File: config.mk
export PLATFORM = sky130hd
export DESIGN_NAME = cdb_broadcast_arbiter
export DESIGN_NICKNAME = d
export VERILOG_FILES = /design/src/rtl/cdb_broadcast_arbiter.sv
export SDC_FILE = /design/constraint.sdc
export NUM_CORES = 1
export LEC_CHECK = 0
export CORE_ASPECT_RATIO = 0.6
export CORE_UTILIZATION = 40
export DETAILED_ROUTE_END_ITERATION = 10
export PLACE_DENSITY = 0.74
export RECOVER_POWER = 25
export SLEW_MARGIN = 20
export SYNTH_ARGS = -nofsm -noshare
export SYNTH_HDL_FRONTEND = slang
export SYNTH_SLANG_ARGS = --single-unit
File: constraint.sdc
create_clock -name clk -period 10.4 [get_ports clk]
set_input_delay 2.08 -clock clk [delete_from_list [all_inputs] [get_ports clk]]
set_output_delay 2.08 -clock clk [all_outputs]
set_load 0.02 [all_outputs]
File: src/rtl/cdb_broadcast_arbiter.sv
// rtl/cdb_broadcast_arbiter.sv - per-FU result slots arbitrated round-robin onto the CDB
module cdb_broadcast_arbiter #(
  parameter int N_FU       = 4,
  parameter int DATA_WIDTH = 32,
  parameter int TAG_WIDTH  = 7,
  parameter int SLOT_DEPTH = 2
) (
  input  logic                       clk,
  input  logic                       rst,
  input  logic [N_FU-1:0]            fu_done,
  input  logic [N_FU*DATA_WIDTH-1:0] fu_result,
  input  logic [N_FU*TAG_WIDTH-1:0]  fu_tag,
  output logic [N_FU-1:0]            fu_queued,
  output logic                       cdb_valid,
  input  logic                       cdb_ready,
  output logic [DATA_WIDTH-1:0]      cdb_data,
  output logic [TAG_WIDTH-1:0]       cdb_tag,
  output logic [$clog2(N_FU)-1:0]    cdb_src,
  output logic [N_FU-1:0]            slot_full,
  output logic                       drop_err
);

  localparam int SW = $clog2(N_FU);
  localparam int PW = $clog2(SLOT_DEPTH);
  localparam int EW = DATA_WIDTH + TAG_WIDTH;

  logic [EW-1:0]   mem_q    [N_FU][SLOT_DEPTH];
  logic [PW-1:0]   wr_ptr_q [N_FU];
  logic [PW-1:0]   rd_ptr_q [N_FU];
  logic [PW:0]     cnt_q    [N_FU];
  logic [PW:0]     cnt_d    [N_FU];
  logic [N_FU-1:0] nonempty;
  logic [N_FU-1:0] pop;
  logic [N_FU-1:0] slot_full_q;
  logic [SW-1:0]   rr_ptr_q, rr_ptr_d;
  logic [SW-1:0]   grant_q, grant, rr_grant;
  logic [SW:0]     sum;
  logic            found;
  logic            lock_q, lock_d;
  logic            drop_err_q, drop_err_d;
  logic            fire;
  logic [EW-1:0]   head;

  always_comb begin
    for (int i = 0; i < N_FU; i++) begin
      nonempty[i] = (cnt_q[i] != '0);
    end
  end

  // First nonempty slot at or after rr_ptr, wrapping around.
  always_comb begin
    rr_grant = '0;
    found    = 1'b0;
    sum      = '0;
    for (int k = 0; k < N_FU; k++) begin
      sum = {1'b0, rr_ptr_q} + (SW+1)'(k);
      if (sum >= (SW+1)'(N_FU)) sum = sum - (SW+1)'(N_FU);
      if (!found && nonempty[sum[SW-1:0]]) begin
        rr_grant = sum[SW-1:0];
        found    = 1'b1;
      end
    end
  end

  // A stalled grant stays frozen so the consumer sees a stable word.
  assign grant     = lock_q ? grant_q : rr_grant;
  assign cdb_valid = (|nonempty) & ~rst;
  assign fire      = cdb_valid & cdb_ready;
  assign head      = mem_q[grant][rd_ptr_q[grant]];
  assign cdb_data  = cdb_valid ? head[EW-1 -: DATA_WIDTH] : '0;
  assign cdb_tag   = cdb_valid ? head[TAG_WIDTH-1:0] : '0;
  assign cdb_src   = cdb_valid ? grant : '0;
  assign slot_full = slot_full_q;
  assign drop_err  = drop_err_q;

  always_comb begin
    for (int i = 0; i < N_FU; i++) begin
      pop[i]       = fire && (grant == SW'(i));
      fu_queued[i] = fu_done[i] && !rst && (!slot_full_q[i] || pop[i]);
      cnt_d[i]     = cnt_q[i];
      if (fu_queued[i] && !pop[i])      cnt_d[i] = cnt_q[i] + 1'b1;
      else if (pop[i] && !fu_queued[i]) cnt_d[i] = cnt_q[i] - 1'b1;
    end
  end

  always_comb begin
    rr_ptr_d   = rr_ptr_q;
    lock_d     = lock_q;
    drop_err_d = drop_err_q | (|(fu_done & ~fu_queued));
    if (fire) begin
      rr_ptr_d = (grant == SW'(N_FU-1)) ? '0 : grant + 1'b1;
      lock_d   = 1'b0;
    end else if (cdb_valid && !cdb_ready) begin
      lock_d = 1'b1;
    end
  end

  always_ff @(posedge clk) begin
    if (rst) begin
      rr_ptr_q    <= '0;
      grant_q     <= '0;
      lock_q      <= 1'b0;
      drop_err_q  <= 1'b0;
      slot_full_q <= '0;
      for (int i = 0; i < N_FU; i++) begin
        cnt_q[i]    <= '0;
        wr_ptr_q[i] <= '0;
        rd_ptr_q[i] <= '0;
      end
    end else begin
      rr_ptr_q   <= rr_ptr_d;
      grant_q    <= grant;
      lock_q     <= lock_d;
      drop_err_q <= drop_err_d;
      for (int i = 0; i < N_FU; i++) begin
        cnt_q[i]       <= cnt_d[i];
        slot_full_q[i] <= (cnt_d[i] == (PW+1)'(SLOT_DEPTH));
        if (fu_queued[i]) wr_ptr_q[i] <= wr_ptr_q[i] + 1'b1;
        if (pop[i])       rd_ptr_q[i] <= rd_ptr_q[i] + 1'b1;
      end
    end
  end

  always_ff @(posedge clk) begin
    for (int i = 0; i < N_FU; i++) begin
      if (fu_queued[i]) begin
        mem_q[i][wr_ptr_q[i]] <= {fu_result[i*DATA_WIDTH +: DATA_WIDTH], fu_tag[i*TAG_WIDTH +: TAG_WIDTH]};
      end
    end
  end

endmodule

==> Yosys cells after proc, flatten, opt, wreduce, memory -nomap -nowiden <==
Memory sizes are Yosys's and may differ from the RTL's.
Cells that the tools add are included.
{ "word_totals": {"ff_bits": 10, "mem_bits_rw": 328, "input_bits": 163, "output_inout_bits": 51, "word_cells": 223, "mem_count": 4} }
{ "op_classes": {"add_sub_neg": 24, "magnitude_cmp": 17, "eq_ne": 7, "n_mux": 86, "bitwise": 23, "n_reduce_logical": 57} }
{ "memory_table": {"columns": ["name", "words", "word_bits", "rd", "rd_clocked_by_memory_dff", "wr", "line", "source"], "rows": [
  ["mem_q", 4, 78, 1, 0, 4, "27", "logic [EW-1:0] mem_q [N_FU][SLOT_DEPTH];"],
  ["cnt_q", 4, 2, 4, 0, 4, "30", "logic [PW:0] cnt_q [N_FU];"],
  ["rd_ptr_q", 4, 1, 5, 0, 4, "29", "logic [PW-1:0] rd_ptr_q [N_FU];"],
  ["wr_ptr_q", 4, 1, 4, 0, 4, "28", "logic [PW-1:0] wr_ptr_q [N_FU];"]
]} }
{ "op_table": {"columns": ["operator", "n"], "rows": [
  ["$mux 78", 4],
  ["$mux 39", 7],
  ["$demux 39 s1", 4],
  ["$mux 2", 23],
  ["$mux 1", 42],
  ["$mux 32", 1],
  ["$logic_and 1x1->1", 28],
  ["$logic_not 1->1", 17],
  ["$sub 2x1->2 const B", 8],
  ["$or 1x1->1", 13],
  ["$eq 2x2->1 const B", 6],
  ["$lt 2x3->1 const B", 4],
  ["$add 2x1->2 const B", 5],
  ["$ge 2x2->1 const B", 5],
  ["$not 1->2", 5],
  ["$ge 3x3->1 const B", 3],
  ["$add 1x1->1 const B", 8],
  ["$bmux 1 s2", 4],
  ["$lt 2x1->1 const B", 4],
  ["$reduce_bool 2->1", 4],
  ["$reduce_or 4->1", 2],
  ["$mux 7", 1],
  ["$add 2x2->3 const B", 2],
  ["$and 4x4->4", 1],
  ["other kinds (9)", 13]
]} }

==> Logic depth before layout (Yosys ltp) <==
{ "depth": {"depth_word": 24, "depth_mapped": 18, "ltp_nobuf": 14} }

==> Worst setup path after synthesis <==
No wires, ideal clock.
{ "synth_timing": {"path_type": "in2reg", "from": "input port rst", "to": "memory mem_q[3][39] (netlist bit), enable pin", "setup_ps": 484, "arrival_time_ps": 5742, "required_time_ps": 9916, "path_slack_ps": 4174, "path_stages": 7, "n_path_buf": 1, "path_cell_list": "nand2b_1 -> clkbuf_1 -> inv_1 -> nand3_1 -> nand2_1 -> nand2_1 -> nor3_1"} }
{ "synth_rtl": {"columns": ["item", "line", "source"], "rows": [
  ["start: declaration", "9", "input logic rst,"],
  ["end: declaration", "27", null]
]} }

==> metrics.csv <==
stage,metric,value,unit
outcome,outcome,"complete, no violations",
clock_tree,Bufs on Longest Clock Path,3,
critical_path,CP top delay family,buffers and inverters,
logic_synthesis,largest area contributor in the netlist,edfxtp_1,
global_routing,largest net degree at the start of global routing,81,
clock_tree,Root Buffer,clkbuf_16,
critical_path,CP Buf/Inv Count,4,
global_routing,total congestion overflow after global routing,0,
clock_tree,clk_lat worst skew,520,ps
route,WL met1,16540,um
route,DR WL/cell,20.59,um
critical_path,WP data required,8320,ps
critical_path,crit end category,primary output,
logic_synthesis,commonest cells in the synthesized netlist,"325 x nand2_1, 320 x edfxtp_1, 126 x a21oi_1, 55 x clkbuf_1",
hold_path,HP Class,register to register,
route,Remaining DRCs,0,
layout,Area Overhead vs Synth,26.16,%
logic_synthesis,sequential area share after synthesis,71.11,%
timing,f_max,125.6,MHz
logic_synthesis,Most used DFF post-synth,edfxtp_1,
clock_tree,CTS tree,done,
timing,unrepaired setup endpoints after global routing,no,
floorplan,num ports,214,
timing,"Period Utilization, post-route",76.58,%
critical_path,Critical Path Most Common Cell,a21oi_1,
clock_tree,CTS Buf Count,34,
route,vias per cell,5.472,
clock_tree,Worst-path clk slew,70,ps
route,met2 WL,16060,um
logic_synthesis,Synth Area in Compound Gates,10.23,%
global_routing,global-route wire length before repair,56150,um
logic_synthesis,Syn Area/Cell,12.35,sq um
critical_path,cell breakdown of the critical path,inv_1 -> ha_1 -> nand2b_1 -> mux4_2 -> o221ai_1 -> nand3_4 -> inv_4 -> buf_4 -> nand2_1 -> a21oi_1 -> o21ai_0 -> a21oi_1 -> clkdlybuf4s50_1,
logic_synthesis,Netlist cell types,50,
logic_synthesis,simple logic cell fraction of the synthesized area,13.90,%
place,Placement Setup Slack,3057,ps
layout,fill cell count,2864,
timing,Final Hold Fails,0,
pwr,Final Total Pwr,0.006167,W
critical_path,Critical-path top delay cell,buf_4,
pwr,static leakage,6.187,nW
critical_path,"Largest stage delay, worst path",720,ps
route,DRT Pass-1 Iters,5,
logic_synthesis,async set or reset register ratio after synthesis,0,%
logic_synthesis,Post-Syn Nets,1307,
layout,"Core Util, Final",51.88,%
route,WL met3,3621,um
place,HPWL after DPL,21510,um
timing,total negative slack,0,ps
logic_synthesis,Synth Area in Adders,0.8032,%
floorplan,# rows,52,
floorplan,Initial Utilization,41.12,%
run,maxcap violations,0,
floorplan,die area,35830,sq um
floorplan,die height,147.0,um
timing,final setup margin,2435,ps
logic_synthesis,"EDFF count, synth",320,
place,routability congestion estimate,0.8180,
timing,Tmin final,7965,ps
route,Total Routed Length,37280,um
logic_synthesis,proportion of netlist area held by the largest area contributor,68.54,%
timing,final setup violation count,0,
global_routing,number of global-route vias before repair,9603,
critical_path,startpoint class of the critical path,register,
clock_tree,clock sinks,338,
critical_path,CP Class,register to primary output,
global_routing,initial antenna violation count,12,
logic_synthesis,Synth Instances,1135,
route,Final ANT Viol Nets,0,
pwr,peak supply drop,0.0003525,V
route,vias,9909,
logic_synthesis,synthesized area,14020,sq um
layout,final net count,1498,
route,uppermost layer routed,met5,
logic_synthesis,top-count cell post-synth,nand2_1,
layout,layout cells sized above 1,6.533,%
clock_tree,post-CTS sizing,0,
logic_synthesis,synth warn,0,
floorplan,Core Region,34090,sq um
logic_synthesis,post-synthesis mux area share,0.8925,%
route,Detailed Route Iter0 Violations,1015,
timing,clock skew after layout,15.35,ps
logic_synthesis,Yosys reg bits,338,
timing,Worst-Margin Slew,903.3,ps
logic_synthesis,Synth Area in XOR/XNOR,0.4998,%
logic_synthesis,Synth area leaders,"edfxtp_1 69%, nand2_1 8.7%, a21oi_1 4.5%",
timing,Slew Limit Fails,0,
pwr,pwr dens,348.7,nW/um^2
critical_path,critical path arrival,5880,ps
logic_synthesis,largest family of logic cells by synthesized area,simple AND/OR/NAND/NOR gates,
critical_path,CP max FO,80,
timing,Slew headroom,39.78,%
place,IO Port Bufs,213,
clock_tree,CTS hold repair buffers,0,
global_routing,GRT Overall Usage,20.63,%
clock_tree,post-CTS setup repair buffer count,0,
clock_tree,Max H-tree Level,2,
floorplan,die extent in x,243.7,um
cell type report:
class / instances / area [sq um] / area share [%]
Clock buffer: 44 / 929.6 / 5.256
Timing Repair Buffer: 229 / 2252 / 12.73
Tap cell: 459 / 574.3 / 3.247
Clock inverter: 13 / 137.6 / 0.7782
Antenna cell: 5 / 12.51 / 0.07074
Inverter: 14 / 57.56 / 0.3254
Sequential cell: 338 / 9970 / 56.37
Multi-Input combinational cell: 709 / 3754 / 21.22
stage by stage:
| stage | cells | hold WS (ps) | instance area (sq um) |
|---|---|---|---|
| 2_1_floorplan | 1135 | 471.1 | 14020 |
| 3_3_place_gp | 1749 | 485.5 | 16610 |
| 3_5_place_dp | 1749 | 497.5 | 16610 |
| 4_1_cts | 1806 | 512.3 | 17670 |
| 5_1_grt | 1807 | 523.4 | 17680 |
| 6_report | 1811 | 514.6 | 17690 |
final timing paths:
check | start | to | slack (ps) | depth (start not counted)
min | cnt_q[0][1]$_SDFF_PP0_ | cnt_q[0][1]$_SDFF_PP0_ | 510 | 2
min reg2reg | cnt_q[0][1]$_SDFF_PP0_ | cnt_q[0][1]$_SDFF_PP0_ | 510 | 2
max | cnt_q[1][0]$_SDFF_PP0_ | cdb_tag[0] | 2440 | 13
max reg2reg | cnt_q[1][0]$_SDFF_PP0_ | mem_q[0][66]$_DFFE_PP_ | 4610 | 12
cell usage in the layout, fill, tap and decap left out, types with 5 or more instances in the layout:
cell,netlist,layout
nand2_1,325,325
edfxtp_1,320,320
a21oi_1,126,126
clkdlybuf4s50_1,0,123
dlygate4sd3_1,0,90
and3_1,39,39
a311o_1,39,39
o21ai_0,38,38
clkbuf_16,0,35
nor2_1,23,23
nand2b_1,19,18
dfxtp_1,18,18
buf_4,0,16
inv_1,12,11
ha_1,9,9
nor2b_1,11,8
mux2i_1,8,7
xnor2_1,7,7
clkbuf_1,55,7
a31oi_1,6,6
a211oi_1,6,6
diode_2,0,5
or2_2,5,5
nand3_1,5,5
nor3_1,6,5
clkinv_1,0,5
per-layer routing:
| layer | up-vias | global-route usage [%] |
|---|---|---|
| li1 | 4501 | - |
| met3 | 92 | 5.334 |
| met1 | 4806 | 29.88 |
| met4 | 10 | 6.688 |
| met2 | 500 | 30.23 |
| met5 | - | 0 |
worst min-delay path, cell delays in order (launching register included):
cell and delay [ps]:
dfxtp_1 320, nand3_1 60, a31oi_1 70
sequential cells by signal, indices dropped and copies added (netlist names):
name,count
drop_err,1
grant_q,2
rr_ptr_q,2
mem_q,312
lock_q,1
slot_full,4
rd_ptr_q,4
cnt_q,8
wr_ptr_q,4
cell families (layout without fill, tap and decap cells):
| family | count (synthesis) | count (layout) |
|---|---|---|
| other cells | 0 | 5 |
| fa+ha+maj | 9 | 9 |
| simple gates | 450 | 450 |
| mux | 10 | 10 |
| xor+xnor | 8 | 8 |
| flops | 338 | 338 |
| buf+inv | 88 | 300 |
| compound gates | 232 | 232 |
power breakdown:
group	internal, W	leakage [nW]	total (W)	switching [W]
Combinational	0.00120	2.57	0.00329	0.00209
Clock	0.000703	0.524	0.00120	0.000500
Sequential	0.00162	3.09	0.00168	0.0000523
Total	0.00353	6.19	0.00617	0.00264
No activity file was read; power rests on OpenSTA's default activity.
